## config.mk

```make
export PLATFORM = sky130hd
export DESIGN_NAME = ex_forward_ctrl
export DESIGN_NICKNAME = d
export VERILOG_FILES = /design/src/rtl/pipe_pkg.sv /design/src/rtl/fwd_sel_calc.sv /design/src/rtl/ex_forward_ctrl.sv
export SDC_FILE = /design/constraint.sdc
export NUM_CORES = 1
export LEC_CHECK = 0
export CORE_UTILIZATION = 45
export CTS_CLUSTER_SIZE = 14
export DETAILED_ROUTE_END_ITERATION = 6
export DONT_BUFFER_PORTS = 1
export MAX_ROUTING_LAYER = met4
export PLACE_DENSITY_LB_ADDON = 0.05
export RECOVER_POWER = 100
export SLEW_MARGIN = 20
export SYNTH_ARGS = -nofsm -noshare
export SYNTH_HDL_FRONTEND = slang
export SYNTH_SLANG_ARGS = --single-unit
```

## constraint.sdc

```tcl
create_clock -name clk_i -period 2.7 [get_ports clk_i]
set_input_delay 0.27 -clock clk_i [delete_from_list [all_inputs] [get_ports clk_i]]
set_output_delay 0.27 -clock clk_i [all_outputs]
set_load 0.1 [all_outputs]
```

## src/rtl/pipe_pkg.sv

```systemverilog
// Shared pipeline definitions: operand-forward select encodings, register
// address width and the per-stage hazard tracking slot.
package pipe_pkg;

  localparam int unsigned REG_AW = 5;

  // EX operand mux select encodings
  localparam logic [1:0] FWD_REG  = 2'b00;  // register file value
  localparam logic [1:0] FWD_WB   = 2'b01;  // MEM/WB write-back data
  localparam logic [1:0] FWD_MEM  = 2'b10;  // EX/MEM ALU result
  localparam logic [1:0] FWD_RSVD = 2'b11;  // never driven

  // Destination status of one in-flight instruction
  typedef struct packed {
    logic [REG_AW-1:0] rd;
    logic              regwrite;
    logic              memread;
  } slot_t;

  localparam slot_t SLOT_EMPTY = '{rd: '0, regwrite: 1'b0, memread: 1'b0};

endpackage

```

## src/rtl/fwd_sel_calc.sv

```systemverilog
// Combinational forward-select computation for one EX source operand.
// Ports:
//   use_src        - instruction in ID reads this source
//   rs             - source register address
//   idex_rd/_rw    - destination of the instruction currently in ID/EX
//   exmem_rd/_rw   - destination of the instruction currently in EX/MEM
//   sel_c          - select to be registered into EX next edge
module fwd_sel_calc
  import pipe_pkg::*;
#(
  parameter int unsigned AW = REG_AW
) (
  input  logic          use_src,
  input  logic [AW-1:0] rs,
  input  logic [AW-1:0] idex_rd,
  input  logic          idex_rw,
  input  logic [AW-1:0] exmem_rd,
  input  logic          exmem_rw,
  output logic [1:0]    sel_c
);

  logic live_c;

  // x0 is hardwired zero, so it never needs a forward
  assign live_c = use_src && (rs != '0);

  // The ID/EX producer will sit in EX/MEM when the consumer reaches EX, and
  // the EX/MEM producer will sit in MEM/WB; the younger one wins.
  always_comb begin
    sel_c = FWD_REG;
    if (live_c && idex_rw && (rs == idex_rd)) begin
      sel_c = FWD_MEM;
    end else if (live_c && exmem_rw && (rs == exmem_rd)) begin
      sel_c = FWD_WB;
    end
  end

endmodule

```

## src/rtl/ex_forward_ctrl.sv

```systemverilog
// Forwarding and load-use hazard controller for the 5-stage pipeline.
// Tracks the ID/EX, EX/MEM and MEM/WB destinations, precomputes the EX
// operand-mux selects in ID and registers them into EX, and raises a
// combinational stall when ID consumes the result of a load sitting in EX.
// Ports:
//   clk_i, rst_n_i            - clock, async active-low reset
//   id_*                      - decoded instruction currently in ID
//   hold_i                    - global freeze (memory wait)
//   flush_i                   - kill the instruction entering EX
//   fwd_a_sel_o, fwd_b_sel_o  - registered EX src A/B mux selects
//   stall_o                   - combinational load-use stall
//   stall_cnt_o               - saturating stall-cycle counter
module ex_forward_ctrl
  import pipe_pkg::*;
#(
  parameter int unsigned REG_AW = pipe_pkg::REG_AW,
  parameter int unsigned CNT_W  = 16
) (
  input  logic              clk_i,
  input  logic              rst_n_i,
  input  logic              id_valid_i,
  input  logic [REG_AW-1:0] id_rs1_i,
  input  logic [REG_AW-1:0] id_rs2_i,
  input  logic              id_use_rs1_i,
  input  logic              id_use_rs2_i,
  input  logic [REG_AW-1:0] id_rd_i,
  input  logic              id_regwrite_i,
  input  logic              id_memread_i,
  input  logic              hold_i,
  input  logic              flush_i,
  output logic [1:0]        fwd_a_sel_o,
  output logic [1:0]        fwd_b_sel_o,
  output logic              stall_o,
  output logic [CNT_W-1:0]  stall_cnt_o
);

  slot_t      idex;
  slot_t      exmem;
  slot_t      memwb;
  logic [1:0] sel_a_c;
  logic [1:0] sel_b_c;
  logic       kill_c;
  logic       id_live_c;
  logic       unused_ok;

  fwd_sel_calc #(.AW(REG_AW)) u_sel_a (
    .use_src  (id_use_rs1_i),
    .rs       (id_rs1_i),
    .idex_rd  (idex.rd),
    .idex_rw  (idex.regwrite),
    .exmem_rd (exmem.rd),
    .exmem_rw (exmem.regwrite),
    .sel_c    (sel_a_c)
  );

  fwd_sel_calc #(.AW(REG_AW)) u_sel_b (
    .use_src  (id_use_rs2_i),
    .rs       (id_rs2_i),
    .idex_rd  (idex.rd),
    .idex_rw  (idex.regwrite),
    .exmem_rd (exmem.rd),
    .exmem_rw (exmem.regwrite),
    .sel_c    (sel_b_c)
  );

  // Load result is not available until MEM, so a dependent in ID must wait
  always_comb begin
    stall_o = 1'b0;
    if (id_valid_i && idex.memread && (idex.rd != '0)) begin
      stall_o = (id_use_rs1_i && (id_rs1_i == idex.rd)) ||
                (id_use_rs2_i && (id_rs2_i == idex.rd));
    end
  end

  assign kill_c    = stall_o || flush_i;
  assign id_live_c = id_valid_i && !kill_c;

  // Slot pipeline, select registers and stall counter; all frozen by hold_i
  always_ff @(posedge clk_i or negedge rst_n_i) begin
    if (!rst_n_i) begin
      idex        <= SLOT_EMPTY;
      exmem       <= SLOT_EMPTY;
      memwb       <= SLOT_EMPTY;
      fwd_a_sel_o <= FWD_REG;
      fwd_b_sel_o <= FWD_REG;
      stall_cnt_o <= '0;
    end else if (!hold_i) begin
      memwb <= exmem;
      exmem <= idex;
      if (id_live_c) begin
        idex.rd       <= id_rd_i;
        idex.regwrite <= id_regwrite_i;
        idex.memread  <= id_memread_i;
      end else begin
        idex <= SLOT_EMPTY;
      end
      fwd_a_sel_o <= kill_c ? FWD_REG : sel_a_c;
      fwd_b_sel_o <= kill_c ? FWD_REG : sel_b_c;
      if (stall_o && (stall_cnt_o != '1)) begin
        stall_cnt_o <= stall_cnt_o + CNT_W'(1);
      end
    end
  end

  // The reserved encoding must never reach the operand muxes
  always_ff @(posedge clk_i) begin
    if (rst_n_i) begin
      assert (fwd_a_sel_o != FWD_RSVD && fwd_b_sel_o != FWD_RSVD);
    end
  end

  // MEM/WB is tracked for completeness; the register file covers it
  assign unused_ok = ^{memwb, exmem.memread};

endmodule

```

==> qor.txt, run 1 <==
status - finished, violations left
failing checks - max-capacitance violations, max-slew violations
Iteration-0 DRC Markers - 88
CTS Buf Count - 5
DR pass1 iterations - 4
max cap viols - 1
Worst-Margin Slew - 1730 ps
FF+latch count, synth - 33
DIE AREA - 0.00420 sq mm
clk sinks - 33
asr flop ratio synth - 100%
largest net degree at the start of global routing - 34
filler cell count - 364
CTS HTree Levels - 2
I/O Pins - 45
WHS - 125 ps
DP HPWL - 2.85 mm
post_cts resized - 0
CTS root buf - clkbuf_8
Buffers on Ports - 0
vias per cell - 5.78
total congestion overflow - 0
synthesized netlist cell count - 160
remaining antenna violation count - 0
Power Density - 484 mW/mm^2
top-area cell type share of the netlist area - 46.5%
WL per Instance - 16.8 um
Peak Freq - 413 MHz
Die X-Extent - 64.8 um
Clock power frac - 37.4%
Setup crit end kind - register
vias in the first global route - 1324
sw frac - 23.0%
Core Area - 0.00372 sq mm
dpl ws - 500 ps
highest fanout seen on the critical path - 5
register area share after synthesis - 46.5%
P_int - 749 uW
Final Hold Vio Count - 0
final setup skew - 3.47 ps
worst skew pair latency - 270 ps
Mapped Nets - 185
count of final setup violators - 0
Residual DRC - 0
VDD IR max - 0.000415 V
Yosys top cell by area - dfrtp_1
initial antenna violation count - 0
TritonCTS clock tree - done
Post-synth top flop - dfrtp_1
CTS clk-pin slew, worst paths - 60 ps
Logic pwr share - 8.5%
LEAKAGE - 0.877 nW
Max clock buf depth - 2
worst min-delay path class - in2reg
ant diodes - 0
Syn Area/Cell - 11.1 sq um
critical path required time - 2860 ps
site row count - 22
CP arrival - 2580 ps
post-route clock period utilization - 89.6%
Post-CTS Setup Bufs - 0
Crit Path Category - reg2reg
area growth from synthesis to layout - 13.2%
Starting Density - 47.7%
first-pass GRT wire length - 6.36 mm
final worst slack - 281 ps
Syn. warnings - 0
layout cell share with drive strength beyond 1 - 13.2%
PnR Total Power - 972 uW
Reg power frac - 54.1%
commonest cells in the netlist - dfrtp_1, xnor2_1, nand4_1
NetSw - 224 uW
top-count cell post-synth - dfrtp_1
Fin Setup TNS - 0 ps
Tmin final - 2420 ps
crit start category - register
via count - 1329
Die Height - 64.8 um
overall routing resource usage - 20.5%
Rel. slew slack - -15.5%
Synth cell types - 29
max-slew violation count - 34
Synth area leaders - dfrtp_1, xnor2_1, xor2_1
number of flops mapped to enable cells by yosys - 0
RePlAce Congestion - 0.840
RSZ-0062 raised after global routing - false
Layout Nets - 207
final wirelength - 3.85 mm
Syn Std Cell Area - 0.00177 sq mm
-- stage by stage --
stage,instance area [sq um],instances,utilization (%)
2_1_floorplan,1770,160,-
3_3_place_gp,1950,221,52.4
3_5_place_dp,1950,221,52.4
4_1_cts,2060,230,55.5
5_1_grt,2010,230,54.0
6_report,2010,230,54.0
-- worst max-delay path, stage by stage, from the launching register on --
cell	delay (ps)
dfrtp_1	350
clkbuf_1	930
and3_1	330
nand4_1	100
nor2_1	280
nand4_1	170
xnor2_1	150
-- worst paths after layout --
| check | start | endpoint | slack, ps | cells past startpoint |
|---|---|---|---|---|
| setup / recovery | stall_cnt_o[0]$_DFFE_PN0P_ | stall_cnt_o[7]$_DFFE_PN0P_ | 280 | 6 |
| hold / removal | id_rd_i[4] | idex[6]$_DFFE_PN0N_ | 120 | 1 |
| setup reg to reg | stall_cnt_o[0]$_DFFE_PN0P_ | stall_cnt_o[7]$_DFFE_PN0P_ | 280 | 6 |
| hold reg to reg | exmem[1]$_DFFE_PN0N_ | exmem[1]$_DFFE_PN0N_ | 510 | 1 |
| max in group asynchronous | rst_n_i | exmem[4]$_DFFE_PN0N_ | 700 | 2 |
| min in group asynchronous | rst_n_i | stall_cnt_o[13]$_DFFE_PN0P_ | 1000 | 2 |
-- final cells by class --
type,count,area [sq um],area share [%]
clock buffers,7,86.3,4.30
well taps,48,60.1,2.99
inverters,4,17.5,0.872
multi-input cells,119,911,45.4
repair buffers,19,108,5.36
flip-flops and latches,33,826,41.1
-- power groups by stage --
stage | combinational [mW] | clock (mW) | sequential, mW
2_1_floorplan | 0.0639 | 0 | 0.536
3_3_place_gp | 0.0732 | 0 | 0.535
3_5_place_dp | 0.0747 | 0 | 0.535
4_1_cts | 0.0894 | 0.375 | 0.526
5_1_grt | 0.0917 | 0.393 | 0.528
6_report | 0.0826 | 0.363 | 0.526
-- cell families after synthesis --
kind of cell               Yosys count  synth area share [%]
and+or+nand+nor                     60                  19.8
xor gates and xnor gates            35                  17.3
DFF                                 33                  46.5
AOI/OAI and AO/OA                   16                  9.31
buffers and inverters                8                  1.90
muxes                                7                  4.44
adders and majority gates            1                 0.705
-- flip-flops by register name (all words and copies together), names as in the netlist --
name / cells
stall_cnt_o: 16
idex: 7
exmem: 6
fwd_a_sel_o: 2
fwd_b_sel_o: 2
-- timing repair --
action,in CTS,in global routing
setup endpoints to repair,0,0
hold endpoints to repair,33,0
hold buffers,2,0
-- cells in the final DEF, fill, tap and decap left out, types with 2 or more instances in the layout --
cell | netlist | routed
nor2_1 | 5 | 5
mux2_2 | 6 | 6
clkbuf_1 | 3 | 11
xor2_1 | 12 | 12
nand3_1 | 11 | 11
nor3_1 | 4 | 4
buf_4 | 0 | 8
o21ai_1 | 2 | 2
nand4b_1 | 2 | 2
or4_1 | 2 | 3
inv_1 | 2 | 2
nor3b_1 | 2 | 2
nand4_1 | 13 | 13
and3_1 | 9 | 9
nand2_1 | 4 | 4
a22o_1 | 11 | 11
clkbuf_8 | 0 | 6
dfrtp_1 | 33 | 33
nor4_1 | 5 | 5
xnor2_1 | 23 | 23
-- layer usage --
metal / vias to the layer above / wire length [um] / global-route usage [%]
li1: 636 / - / -
met1: 659 / 1810 / 27.7
met2: 32 / 1790 / 29.4
met3: 2 / 230 / 5.81
met4: 0 / 21 / 6.67
met5: - / 0 / -
Note: power is estimated with default switching activity, not from simulation.
==> run 2: changes to the inputs <==
==> constraint.sdc (replaced) <==
create_clock -name clk_i -period 2.7 [get_ports clk_i]
set_input_delay 0.675 -clock clk_i [delete_from_list [all_inputs] [get_ports clk_i]]
set_output_delay 0.675 -clock clk_i [all_outputs]
set_load 0.1 [all_outputs]
==> qor.txt, run 2 (synthesis results as in run 1) <==
status - complete, no violations
VDD IR max - 0.000354 V
clk sinks - 33
DP HPWL - 2.88 mm
vias in the first global route - 1301
final wirelength - 3.80 mm
Die Height - 64.8 um
LEAKAGE - 0.877 nW
vias per cell - 5.85
Setup crit end kind - output port
Layout Nets - 207
Fin Setup TNS - 0 ps
max reg flops - 16
first-pass GRT wire length - 6.49 mm
Die X-Extent - 64.8 um
CTS root buf - clkbuf_8
placed instance area - 0.00197 sq mm
CTS Hold Bufs - 0
WL per Instance - 16.4 um
final worst slack - 101 ps
most frequent cells in the layout - dfrtp_1, xnor2_1, clkbuf_1
total congestion overflow - 0
RSZ-0062 raised after global routing - false
CTS Buf Count - 5
Crit Path Category - reg2out
placed cell count - 222
Worst-Margin Slew - 1310 ps
I/O Pins - 45
via count - 1352
Rel. slew slack - 12.4%
remaining antenna violation count - 0
Final Hold Vio Count - 0
Max clock buf depth - 2
crit start category - register
Buffers on Ports - 0
count of final setup violators - 0
CTS clk-pin slew, worst paths - 60 ps
TritonCTS clock tree - done
DR pass1 iterations - 4
top flop regs - stall_cnt_o x16, idex x7, exmem x6
Tmin final - 2600 ps
initial antenna violation count - 0
post-route clock period utilization - 96.3%
CTS HTree Levels - 2
final setup skew - 2.88 ps
RePlAce Congestion - 0.855
Iteration-0 DRC Markers - 97
worst min-delay path class - in2async
most common cell after layout, fill and taps aside - dfrtp_1
dpl ws - 225 ps
area growth from synthesis to layout - 12.7%
Peak Freq - 385 MHz
layout cell share with drive strength beyond 1 - 12.6%
DIE AREA - 0.00420 sq mm
highest fanout seen on the critical path - 10
Residual DRC - 0
worst skew pair latency - 280 ps
Power Density - 475 mW/mm^2
CP arrival - 1920 ps
Core Area - 0.00372 sq mm
Starting Density - 47.7%
max cap viols - 0
max-slew violation count - 0
ant diodes - 0
site row count - 22
final instance area - 0.00200 sq mm
critical path required time - 2030 ps
largest net degree at the start of global routing - 34
Largest Register - stall_cnt_o
fin cells - 231
overall routing resource usage - 21.1%
## run 2: worst paths after layout
| check | start | to | slack, ps | cells after the start |
|---|---|---|---|---|
| max in group asynchronous | rst_n_i | idex[4]$_DFFE_PN0N_ | 2540 | 0 |
| min in group clk_i | stall_cnt_o[11]$_DFFE_PN0P_ | stall_cnt_o[11]$_DFFE_PN0P_ | 520 | 1 |
| setup / recovery | idex[3]$_DFFE_PN0N_ | stall_o | 100 | 6 |
| setup reg to reg | stall_cnt_o[1]$_DFFE_PN0P_ | stall_cnt_o[15]$_DFFE_PN0P_ | 200 | 6 |
| hold reg to reg | stall_cnt_o[11]$_DFFE_PN0P_ | stall_cnt_o[11]$_DFFE_PN0P_ | 520 | 1 |
| hold / removal | rst_n_i | stall_cnt_o[11]$_DFFE_PN0P_ | 80 | 0 |
## run 2: area by class of cell
type / count / area (sq um)
clock buffers: 8 / 80.1
fillers: 349 / 1720
inverters: 4 / 17.5
multi-input cells: 119 / 910
flip-flops and latches: 33 / 826
well taps: 48 / 60.1
repair buffers: 19 / 106
## run 2: metal layers
metal	vias up	GRT usage [%]	wire length [um]
li1	638	-	-
met1	662	28.2	1750
met2	47	30.2	1740
met3	5	7.39	264
met4	0	5.83	41
met5	-	-	0
## run 2: power breakdown
| part | internal [mW] | switching (mW) | leakage [nW] | total, mW |
|---|---|---|---|---|
| sequential | 0.508 | 0.0185 | 0.455 | 0.526 |
| combinational | 0.0395 | 0.0347 | 0.383 | 0.0742 |
| clock | 0.183 | 0.167 | 0.0395 | 0.350 |
## run 2: per-stage QoR
step                      util, %  hold WS [ps]  power, mW
after floorplan                 -           379      0.600
after global placement       52.9           380      0.608
after detailed placement     52.9           380      0.610
after CTS                    55.3          71.3      0.967
after global routing         53.8          61.2      0.995
final                        53.8          81.6      0.950
## run 2: worst max-delay path: stages (launching register included)
cell,delay (ps)
dfrtp_1,430
or4_4,570
o211ai_4,230
inv_4,100
nand2_4,100
inv_2,50
buf_12,160
## run 2: timing repair
| item | CTS | global route |
|---|---|---|
| pin swaps | 1 | 0 |
| gates resized for setup | 1 | 2 |
| cloned | 0 | 0 |
| endpoints found under the hold margin | 0 | 0 |
| buffers inserted | 1 | 0 |
| endpoints found under the setup margin | 1 | 1 |
==> run 3: changes to the inputs <==
BUFFER_PORTS_ARGS = -buffer_cell sky130_fd_sc_hd__buf_2   (was unset)
DONT_BUFFER_PORTS = unset   (was 1)
==> qor.txt, run 3 (synthesis results as in run 1) <==
vias per cell - 5.53
post-route clock period utilization - 97.3%
CTS HTree Levels - 2
LEAKAGE - 0.963 nW
max cap viols - 1
I/O Pins - 45
Max clock buf depth - 2
Rel. slew slack - -14.8%
area growth from synthesis to layout - 21.9%
Power Density - 513 mW/mm^2
Layout Nets - 235
final setup skew - 6.39 ps
DR pass1 iterations - 4
RePlAce Congestion - 0.871
remaining antenna violation count - 0
Final Hold Vio Count - 0
WL per Instance - 14.7 um
CTS clk-pin slew, worst paths - 60 ps
Fin Setup TNS - 0 ps
Worst Hold Launch - exmem[1]$_DFFE_PN0N_
Tmin final - 2630 ps
Peak Freq - 381 MHz
max-slew violation count - 34
Die Height - 64.8 um
fin cells - 259
ant diodes - 0
Hold Path Depth - 1
most common cell after layout, fill and taps aside - dfrtp_1
status - finished, violations left
Die X-Extent - 64.8 um
placed cell count - 250
TritonCTS clock tree - done
VDD IR max - 0.000338 V
via count - 1431
layout cell share with drive strength beyond 1 - 20.4%
Largest Register - stall_cnt_o
count of final setup violators - 0
Core Area - 0.00372 sq mm
r2r startpoint - idex[3]$_DFFE_PN0N_
Worst-Margin Slew - 1720 ps
RSZ-0062 raised after global routing - false
DP HPWL - 2.86 mm
Starting Density - 47.7%
overall routing resource usage - 20.4%
reg2reg path depth - 6
top flop regs - stall_cnt_o x16, idex x7, exmem x6
vias in the first global route - 1310
final wirelength - 3.80 mm
CP arrival - 1950 ps
DIE AREA - 0.00420 sq mm
total congestion overflow - 0
crit start category - register
worst skew pair latency - 270 ps
PnR Total Power - 1.11 mW
critical path required time - 2030 ps
Iteration-0 DRC Markers - 94
Buffers on Ports - 44
failing checks - max-capacitance violations, max-slew violations
CTS Buf Count - 5
max reg flops - 16
WHS - 506 ps
CTS root buf - clkbuf_8
largest net degree at the start of global routing - 34
initial antenna violation count - 0
most frequent cells in the layout - dfrtp_1, xnor2_1, clkbuf_1
Residual DRC - 0
site row count - 22
Setup crit end kind - output port
Critical path origin - idex[3]$_DFFE_PN0N_
clk sinks - 33
Crit Path Category - reg2out
first-pass GRT wire length - 6.25 mm
highest fanout seen on the critical path - 5
worst min-delay path class - reg2reg
## run 3: changes by cell type in the layout (fill, tap and decap cells not counted), sizes merged
cell	before	now
clkbuf	21	30
bufinv	0	1
buf	6	24
## run 3: critical path: stages (launching register included)
cell,delay [ps]
dfrtp_1,450
or4_4,570
o211ai_4,230
inv_4,40
nand2_1,150
inv_2,70
buf_12,160
## run 3: final cells by class
cell class	count	area (sq um)
fillers	341	1550
multi-input cells	119	915
flip-flops and latches	33	826
repair buffers	47	228
clock buffers	7	86.3
well taps	48	60.1
clock inverters	1	30.0
inverters	4	17.5
## run 3: final timing paths
path                                                     to  slack (ps)
worst max-delay path                                stall_o          70
worst min-delay path                   exmem[1]$_DFFE_PN0N_         510
worst max register to register          idex[1]$_DFFE_PN0N_         330
worst min register to register         exmem[1]$_DFFE_PN0N_         510
max in group asynchronous              exmem[6]$_DFFE_PN0N_         860
min in group asynchronous       stall_cnt_o[11]$_DFFE_PN0P_         850
## run 3: routing by layer
layer | track usage (%) | share of wire, % | up-vias
met5 | - | 0 | -
met4 | 5.00 | 0.50 | 0
met3 | 5.46 | 4.4 | 2
met2 | 29.2 | 46 | 40
met1 | 28.6 | 49 | 694
li1 | - | - | 695
## run 3: where the power goes
part           internal (mW)  switching [mW]  leakage [nW]
Clock                  0.301           0.168        0.0585
Combinational         0.0511          0.0643         0.449
Sequential             0.508          0.0180         0.455
Total                  0.860           0.250         0.963
## run 3: per-stage QoR
| stage | setup WS (ps) | area (sq um) | util [%] |
|---|---|---|---|
| finish | 71.9 | 2160 | 58.2 |
| global route | 14.2 | 2160 | 58.2 |
| CTS | 0.205 | 2180 | 58.8 |
| detailed placement | 190 | 2070 | 55.7 |
| global placement | 202 | 2070 | 55.7 |
| floorplan | 3.96 | 1770 | - |
## run 3: timing repair
action / in CTS / in global routing
buffers inserted: 0 / 1
gates resized for setup: 0 / 0
setup endpoints to repair: 0 / 1
hold buffers: 0 / 0
